==> config.mk <==
export PLATFORM = sky130hd
export DESIGN_NAME = mem_stage
export DESIGN_NICKNAME = d
export VERILOG_FILES = /design/src/rtl/mem_pkg.sv /design/src/rtl/ld_align.sv /design/src/rtl/mem_stage.sv
export SDC_FILE = /design/constraint.sdc
export NUM_CORES = 1
export LEC_CHECK = 0
export CORE_AREA = 2 2 116 118
export DETAILED_ROUTE_END_ITERATION = 12
export DIE_AREA = 0 0 118 120
export DONT_BUFFER_PORTS = 1
export SYNTH_ARGS = -nofsm -noshare
export SYNTH_HDL_FRONTEND = slang
export SYNTH_SLANG_ARGS = --single-unit
==> constraint.sdc <==
create_clock -name clk -period 2.3 [get_ports clk]
set_input_delay 0.69 -clock clk [delete_from_list [all_inputs] [get_ports clk]]
set_output_delay 0.69 -clock clk [all_outputs]
set_load 0.02 [all_outputs]
==> src/rtl/mem_pkg.sv <==
// Shared types for the memory-access pipeline stage: load kinds and stage FSM states.
package mem_pkg;

  typedef enum logic [2:0] {
    LD_B  = 3'd0,
    LD_H  = 3'd1,
    LD_W  = 3'd2,
    LD_D  = 3'd3,
    LD_BU = 3'd4,
    LD_HU = 3'd5,
    LD_WU = 3'd6
  } ld_op_e;

  typedef enum logic [1:0] {
    EMPTY = 2'd0,
    WAIT  = 2'd1,
    FULL  = 2'd2
  } mem_state_e;

endpackage

==> src/rtl/ld_align.sv <==
// Combinational lane select and sign/zero extension of a raw load response word.
module ld_align
  import mem_pkg::*;
#(
  parameter int unsigned DATA_W = 32,
  localparam int unsigned OffW  = $clog2(DATA_W / 8)
) (
  input  ld_op_e            ld_op,
  input  logic [OffW-1:0]   addr,
  input  logic [DATA_W-1:0] rdata,
  output logic [DATA_W-1:0] ext_data
);

  logic [7:0]        lane_b;
  logic [15:0]       lane_h;
  logic [31:0]       lane_w;
  logic [DATA_W-1:0] word_s;
  logic [DATA_W-1:0] word_u;

  // Address bits below the access size are dropped by the shift amounts.
  assign lane_b = 8'(rdata >> {addr, 3'b000});
  assign lane_h = 16'(rdata >> {addr[OffW-1:1], 4'b0000});

  if (DATA_W == 64) begin : g_w64
    assign lane_w = 32'(rdata >> {addr[OffW-1], 5'b00000});
    assign word_s = {{32{lane_w[31]}}, lane_w};
    assign word_u = {32'b0, lane_w};
  end else begin : g_w32
    assign lane_w = rdata;
    assign word_s = rdata;
    assign word_u = rdata;
  end

  always_comb begin
    ext_data = rdata;
    case (ld_op)
      LD_B:    ext_data = {{(DATA_W-8){lane_b[7]}}, lane_b};
      LD_BU:   ext_data = {{(DATA_W-8){1'b0}}, lane_b};
      LD_H:    ext_data = {{(DATA_W-16){lane_h[15]}}, lane_h};
      LD_HU:   ext_data = {{(DATA_W-16){1'b0}}, lane_h};
      LD_W:    ext_data = word_s;
      LD_WU:   ext_data = word_u;
      default: ext_data = rdata;
    endcase
  end

endmodule

==> src/rtl/mem_stage.sv <==
// Memory-access pipeline stage: elastic register that holds loads until the data-memory
// response arrives. Define MEM_STAGE_LD_EXT_EN to enable sub-word alignment and extension.
module mem_stage
  import mem_pkg::*;
#(
  parameter int unsigned DATA_W = 32,
  parameter int unsigned REG_AW = 5,
  parameter int unsigned PC_W   = 32
) (
  input  logic              clk,
  input  logic              rst,
  input  logic              ex_to_mem_valid,
  output logic              o_mem_ready,
  output logic              mem_to_wb_valid,
  input  logic              i_wb_ready,
  input  logic              ex_to_mem_mem_re,
  input  logic [2:0]        ex_to_mem_ld_op,
  input  logic [DATA_W-1:0] ex_to_mem_alu_res,
  input  logic [REG_AW-1:0] ex_to_mem_rf_waddr,
  input  logic              ex_to_mem_rf_we,
  input  logic [PC_W-1:0]   ex_to_mem_pc,
  input  logic [PC_W-1:0]   ex_to_mem_inst,
  input  logic              dmem_rdata_valid,
  input  logic [DATA_W-1:0] dmem_rdata,
  output logic              mem_to_wb_mem_re,
  output logic [DATA_W-1:0] mem_to_wb_rf_wdata,
  output logic [REG_AW-1:0] mem_to_wb_rf_waddr,
  output logic              mem_to_wb_rf_we,
  output logic [PC_W-1:0]   mem_to_wb_pc,
  output logic [PC_W-1:0]   mem_to_wb_inst
);

  localparam int unsigned OffW = $clog2(DATA_W / 8);

  mem_state_e        state_q;
  logic              mem_re_q;
  logic [DATA_W-1:0] alu_res_q;
  logic [DATA_W-1:0] rdata_q;
  logic [REG_AW-1:0] waddr_q;
  logic              we_q;
  logic [PC_W-1:0]   pc_q;
  logic [PC_W-1:0]   inst_q;
  logic [DATA_W-1:0] load_data;
  logic              accept;

  assign o_mem_ready = (state_q == EMPTY) || ((state_q == FULL) && i_wb_ready);
  assign accept      = ex_to_mem_valid && o_mem_ready;

  // Retire and accept in the same FULL cycle behave exactly like an accept from EMPTY.
  always_ff @(posedge clk or negedge rst) begin
    if (!rst) begin
      state_q   <= EMPTY;
      mem_re_q  <= 1'b0;
      alu_res_q <= '0;
      rdata_q   <= '0;
      waddr_q   <= '0;
      we_q      <= 1'b0;
      pc_q      <= '0;
      inst_q    <= '0;
    end else if (accept) begin
      state_q   <= ex_to_mem_mem_re ? WAIT : FULL;
      mem_re_q  <= ex_to_mem_mem_re;
      alu_res_q <= ex_to_mem_alu_res;
      waddr_q   <= ex_to_mem_rf_waddr;
      we_q      <= ex_to_mem_rf_we;
      pc_q      <= ex_to_mem_pc;
      inst_q    <= ex_to_mem_inst;
    end else begin
      case (state_q)
        WAIT: begin
          if (dmem_rdata_valid) begin
            rdata_q <= dmem_rdata;
            state_q <= FULL;
          end
        end
        FULL: begin
          if (i_wb_ready) begin
            state_q <= EMPTY;
          end
        end
        default: ;
      endcase
    end
  end

`ifdef MEM_STAGE_LD_EXT_EN
  ld_op_e ld_op_q;

  always_ff @(posedge clk or negedge rst) begin
    if (!rst) begin
      ld_op_q <= LD_B;
    end else if (accept) begin
      ld_op_q <= ld_op_e'(ex_to_mem_ld_op);
    end
  end

  ld_align #(
    .DATA_W (DATA_W)
  ) u_ld_align (
    .ld_op    (ld_op_q),
    .addr     (alu_res_q[OffW-1:0]),
    .rdata    (rdata_q),
    .ext_data (load_data)
  );
`else
  logic unused_ld_op;

  assign unused_ld_op = ^ex_to_mem_ld_op;
  assign load_data    = rdata_q;
`endif

  assign mem_to_wb_valid    = (state_q == FULL);
  assign mem_to_wb_mem_re   = mem_re_q;
  assign mem_to_wb_rf_wdata = mem_re_q ? load_data : alu_res_q;
  assign mem_to_wb_rf_waddr = waddr_q;
  assign mem_to_wb_rf_we    = we_q;
  assign mem_to_wb_pc       = pc_q;
  assign mem_to_wb_inst     = inst_q;

endmodule

==> report_table.html <==
<table>
<tr><th>Metric</th><th>Value</th></tr>
<tr><th colspan="2">Yosys</th></tr>
<tr><td>Syn nets</td><td>477</td></tr>
<tr><td>Synth Cell Area</td><td>0.00552 sq mm</td></tr>
<tr><td>Post-synthesis sequential area ratio</td><td>0.621</td></tr>
<tr><td>Post-synthesis average cell area</td><td>16.5 sq um</td></tr>
<tr><td>Flip-flop and latch count after synthesis</td><td>137</td></tr>
<tr><td>Unique masters post-synth</td><td>16</td></tr>
<tr><td>Count of synthesis-stage warnings from yosys</td><td>0</td></tr>
<tr><td>Synth Instances</td><td>334</td></tr>
<tr><th colspan="2">Setup path</th></tr>
<tr><td>Cell with the biggest individual delay on the critical path</td><td>sky130_fd_sc_hd__mux2_2</td></tr>
<tr><td>Nature of the critical path endpoint</td><td>primary output</td></tr>
<tr><td>Worst endpoint required time</td><td>1.61 ns</td></tr>
<tr><td>Arrival time at the worst endpoint</td><td>1.47 ns</td></tr>
<tr><td>Worst setup path category</td><td>reg2out</td></tr>
<tr><td>Worst-path cell chain</td><td>buf_12, mux2_2</td></tr>
<tr><td>Worst r2r src</td><td>state_q[1]</td></tr>
<tr><td>Largest incremental delay on the critical path</td><td>0.44 ns</td></tr>
<tr><td>Kind of start point of the critical path</td><td>flip-flop</td></tr>
<tr><td>Largest driver fanout on the critical path</td><td>34</td></tr>
<tr><td>Launch point of the worst path</td><td>mem_to_wb_mem_re</td></tr>
<tr><th colspan="2">Die</th></tr>
<tr><td>Width of the die</td><td>118 um</td></tr>
<tr><td>Area of the core</td><td>0.0130 sq mm</td></tr>
<tr><td>Number of placement rows</td><td>42</td></tr>
<tr><td>Number of top-level design ports</td><td>248</td></tr>
<tr><td>Y dimension of the die</td><td>120 um</td></tr>
<tr><td>Starting Density</td><td>0.425</td></tr>
<tr><td>Die ar.</td><td>0.0142 sq mm</td></tr>
<tr><th colspan="2">Pwr</th></tr>
<tr><td>Sequential cell fraction of total power</td><td>0.476</td></tr>
<tr><td>Cell internal power dissipation</td><td>0.00690 W</td></tr>
<tr><td>Combinational share of power</td><td>0.279</td></tr>
<tr><td>Power Density</td><td>1730 mW/mm^2</td></tr>
<tr><td>Relative contribution of the clock network to total power</td><td>0.244</td></tr>
<tr><td>Net switching power</td><td>0.00392 W</td></tr>
<tr><td>Switching part of the total power</td><td>0.363</td></tr>
<tr><td>Worst ir drop on vdd</td><td>0.000657 V</td></tr>
<tr><td>Leakage power</td><td>2.63 nW</td></tr>
<tr><td>Post-route total power</td><td>0.0108 W</td></tr>
<tr><th colspan="2">Timing</th></tr>
<tr><td>Final Cycle Share</td><td>0.937</td></tr>
<tr><td>Worst hold-check slack</td><td>-0.0205 ns</td></tr>
<tr><td>Clk_skew</td><td>0.00995 ns</td></tr>
<tr><td>Final Hold Vio Count</td><td>126</td></tr>
<tr><td>Count of endpoints failing setup in the final report</td><td>0</td></tr>
<tr><td>Sum Neg Setup Slack</td><td>0 ns</td></tr>
<tr><td>Minimum clock period after layout</td><td>2.16 ns</td></tr>
<tr><td>Fmax achieved</td><td>464 MHz</td></tr>
<tr><td>Max-slew headroom at the worst pin</td><td>0.681</td></tr>
<tr><td>Setup repair after global routing missed its margin</td><td>no</td></tr>
<tr><td>Final Max Slew Viols</td><td>0</td></tr>
<tr><td>Slew at the pin closest to its max-slew limit</td><td>0.477 ns</td></tr>
<tr><th colspan="2">CTS</th></tr>
<tr><td>Clock insertion delay at the later pin of the skew report</td><td>0.40 ns</td></tr>
<tr><td>Root buf cell</td><td>sky130_fd_sc_hd__clkbuf_16</td></tr>
<tr><td>Resize count post-CTS</td><td>0</td></tr>
<tr><td>CTS max path bufs</td><td>2</td></tr>
<tr><td>TritonCTS clock tree</td><td>done</td></tr>
<tr><td>Number of clock sinks</td><td>137</td></tr>
<tr><td>Number of buffers added by the clock tree synthesis step</td><td>17</td></tr>
<tr><td>Clock transition at the registers of the reported paths</td><td>0.05 ns</td></tr>
<tr><td>Deepest level of the CTS H-tree</td><td>4</td></tr>
<tr><td>Setup Fix Bufs, Post-CTS</td><td>0</td></tr>
<tr><th colspan="2">Detailed routing</th></tr>
<tr><td>Wire length after detailed routing</td><td>10700 um</td></tr>
<tr><td>Via-per-instance ratio</td><td>5.32</td></tr>
<tr><td>Antenna-violating nets left</td><td>0</td></tr>
<tr><td>Routed length per instance</td><td>20.4 um</td></tr>
<tr><td>Count of unresolved DRC violations after routing</td><td>0</td></tr>
<tr><td>Number of DRC violations after detailed-routing iteration 0</td><td>122</td></tr>
<tr><td>First drt pass iteration count</td><td>4</td></tr>
<tr><td>Total via count in the routed design</td><td>2784</td></tr>
<tr><th colspan="2">Global route</th></tr>
<tr><td>Vias in the first global route</td><td>3064</td></tr>
<tr><td>First-pass GRT wire length</td><td>16500 um</td></tr>
<tr><td>Largest net degree at the start of global routing</td><td>138</td></tr>
<tr><td>Tot GR Track Use</td><td>0.155</td></tr>
<tr><td>Initial antenna violation count</td><td>0</td></tr>
<tr><td>Remaining global-route overflow</td><td>0</td></tr>
<tr><th colspan="2">Min path</th></tr>
<tr><td>Worst Hold Class</td><td>in2async</td></tr>
<tr><th colspan="2">Flow run</th></tr>
<tr><td>Total of max-cap violations</td><td>0</td></tr>
<tr><th colspan="2">Run status</th></tr>
<tr><td>Violated checks</td><td>hold timing</td></tr>
<tr><td>Outcome</td><td>finished, violations left</td></tr>
<tr><th colspan="2">Finish</th></tr>
<tr><td>Area growth from synthesis to layout</td><td>13.6%</td></tr>
<tr><td>Commonest cells after routing, fill and taps aside</td><td>sky130_fd_sc_hd__dfrtp_1, sky130_fd_sc_hd__mux2_2, sky130_fd_sc_hd__mux2_1, sky130_fd_sc_hd__clkbuf_16, sky130_fd_sc_hd__clkbuf_8</td></tr>
<tr><td>Post-layout nets</td><td>481</td></tr>
<tr><td>Number of antenna cells inserted</td><td>0</td></tr>
<tr><td>Fraction of layout instances using a drive strength above 1</td><td>0.403</td></tr>
<tr><td>Final design area excluding fillers</td><td>0.00627 sq mm</td></tr>
<tr><td>Most frequent standard cell in the layout excluding fill and tap cells</td><td>sky130_fd_sc_hd__dfrtp_1</td></tr>
<tr><td>Count of placed standard cells in the final layout, fillers left out</td><td>523</td></tr>
<tr><th colspan="2">Placed design</th></tr>
<tr><td>Post-detailed-placement cell area</td><td>0.00569 sq mm</td></tr>
<tr><td>Detailed-placement wirelength estimate</td><td>7350 um</td></tr>
<tr><td>Gp weighted congestion</td><td>0.689</td></tr>
<tr><td>Number of input and output port buffers inserted</td><td>0</td></tr>
<tr><td>Post-placement cell count</td><td>495</td></tr>
</table>
-- worst max-delay path, delay by kind of cell, from the launching register on --
kind,cells,cell delay (ns)
DFF,1,0.37
muxes,1,0.44
buffers and inverters,1,0.25
-- cells by family (layout without fill, tap and decap cells) --
group | Yosys count | in the layout | synth area share
mux | 167 | 167 | 0.341
flops | 137 | 137 | 0.621
compound gates | 2 | 2 | 0.00249
buf+inv | 19 | 32 | 0.0240
simple gates | 9 | 9 | 0.0120
-- flip-flops by register name (all words and copies together), names as in the netlist --
signal / cells
state_q: 2
alu_res_q: 32
load_data: 32
mem_to_wb_inst: 32
mem_to_wb_pc: 32
mem_to_wb_rf_we: 1
mem_to_wb_mem_re: 1
mem_to_wb_rf_waddr: 5
-- path summary, 6_finish.rpt --
check                                         end  slack (ns)  cells past startpoint
hold reg to reg                     alu_res_q[10]        0.48                      1
setup reg to reg               mem_to_wb_inst[21]        0.57                      4
hold / removal                      alu_res_q[13]       -0.02                      0
max in group asynchronous        mem_to_wb_mem_re        2.18                      0
setup / recovery           mem_to_wb_rf_wdata[29]        0.14                      2
min in group clk                    alu_res_q[11]        0.42                      1
-- cell type report --
type | instances | area, sq um
fill | 1122 | 6710
sequential | 137 | 3430
multi-input combinational | 178 | 1960
clock buffer | 26 | 519
tap | 176 | 220
timing repair buffer | 4 | 80.1
clock inverter | 2 | 60.1
-- per-stage QoR --
step	setup slack, ns	utilization
after floorplan	0.172	-
after global placement	0.443	0.438
after detailed placement	0.408	0.438
after CTS	0.102	0.483
after global routing	0.0681	0.483
final	0.145	0.483
-- routing by layer --
| metal | share of wire | routed length (um) | track usage | up-vias |
|---|---|---|---|---|
| met5 | 0 | 0 | 0 | - |
| met4 | 0.013 | 140 | 0.0693 | 0 |
| met3 | 0.11 | 1130 | 0.0837 | 12 |
| met2 | 0.49 | 5260 | 0.252 | 166 |
| met1 | 0.39 | 4130 | 0.168 | 1420 |
| li1 | - | - | - | 1186 |
-- power by group through the flow --
stage	clock [W]	sequential, W	combinational, W
6_report	0.00264	0.00515	0.00302
5_1_grt	0.00286	0.00530	0.00325
4_1_cts	0.00272	0.00517	0.00309
3_5_place_dp	0	0.00520	0.00309
3_3_place_gp	0	0.00514	0.00300
2_1_floorplan	0	0.00495	0.00270
-- synthesized netlist by cell type --
library cell / number / area [sq um]
sky130_fd_sc_hd__nor3b_4: 1 / 18.8
sky130_fd_sc_hd__mux2_1: 59 / 664
sky130_fd_sc_hd__nor2b_2: 1 / 8.76
sky130_fd_sc_hd__nor3_1: 1 / 5.00
sky130_fd_sc_hd__clkbuf_1: 2 / 7.51
sky130_fd_sc_hd__a21oi_1: 1 / 5.00
sky130_fd_sc_hd__nor2b_1: 2 / 12.5
sky130_fd_sc_hd__mux2_2: 108 / 1220
sky130_fd_sc_hd__buf_4: 1 / 7.51
sky130_fd_sc_hd__a22o_1: 1 / 8.76
sky130_fd_sc_hd__buf_2: 10 / 50.1
sky130_fd_sc_hd__nand2b_1: 1 / 6.26
sky130_fd_sc_hd__nor2_1: 2 / 7.51
sky130_fd_sc_hd__dfrtp_1: 137 / 3430
sky130_fd_sc_hd__nand3b_1: 1 / 7.51
sky130_fd_sc_hd__buf_6: 6 / 67.6
No activity file was read; power rests on OpenSTA's default activity.
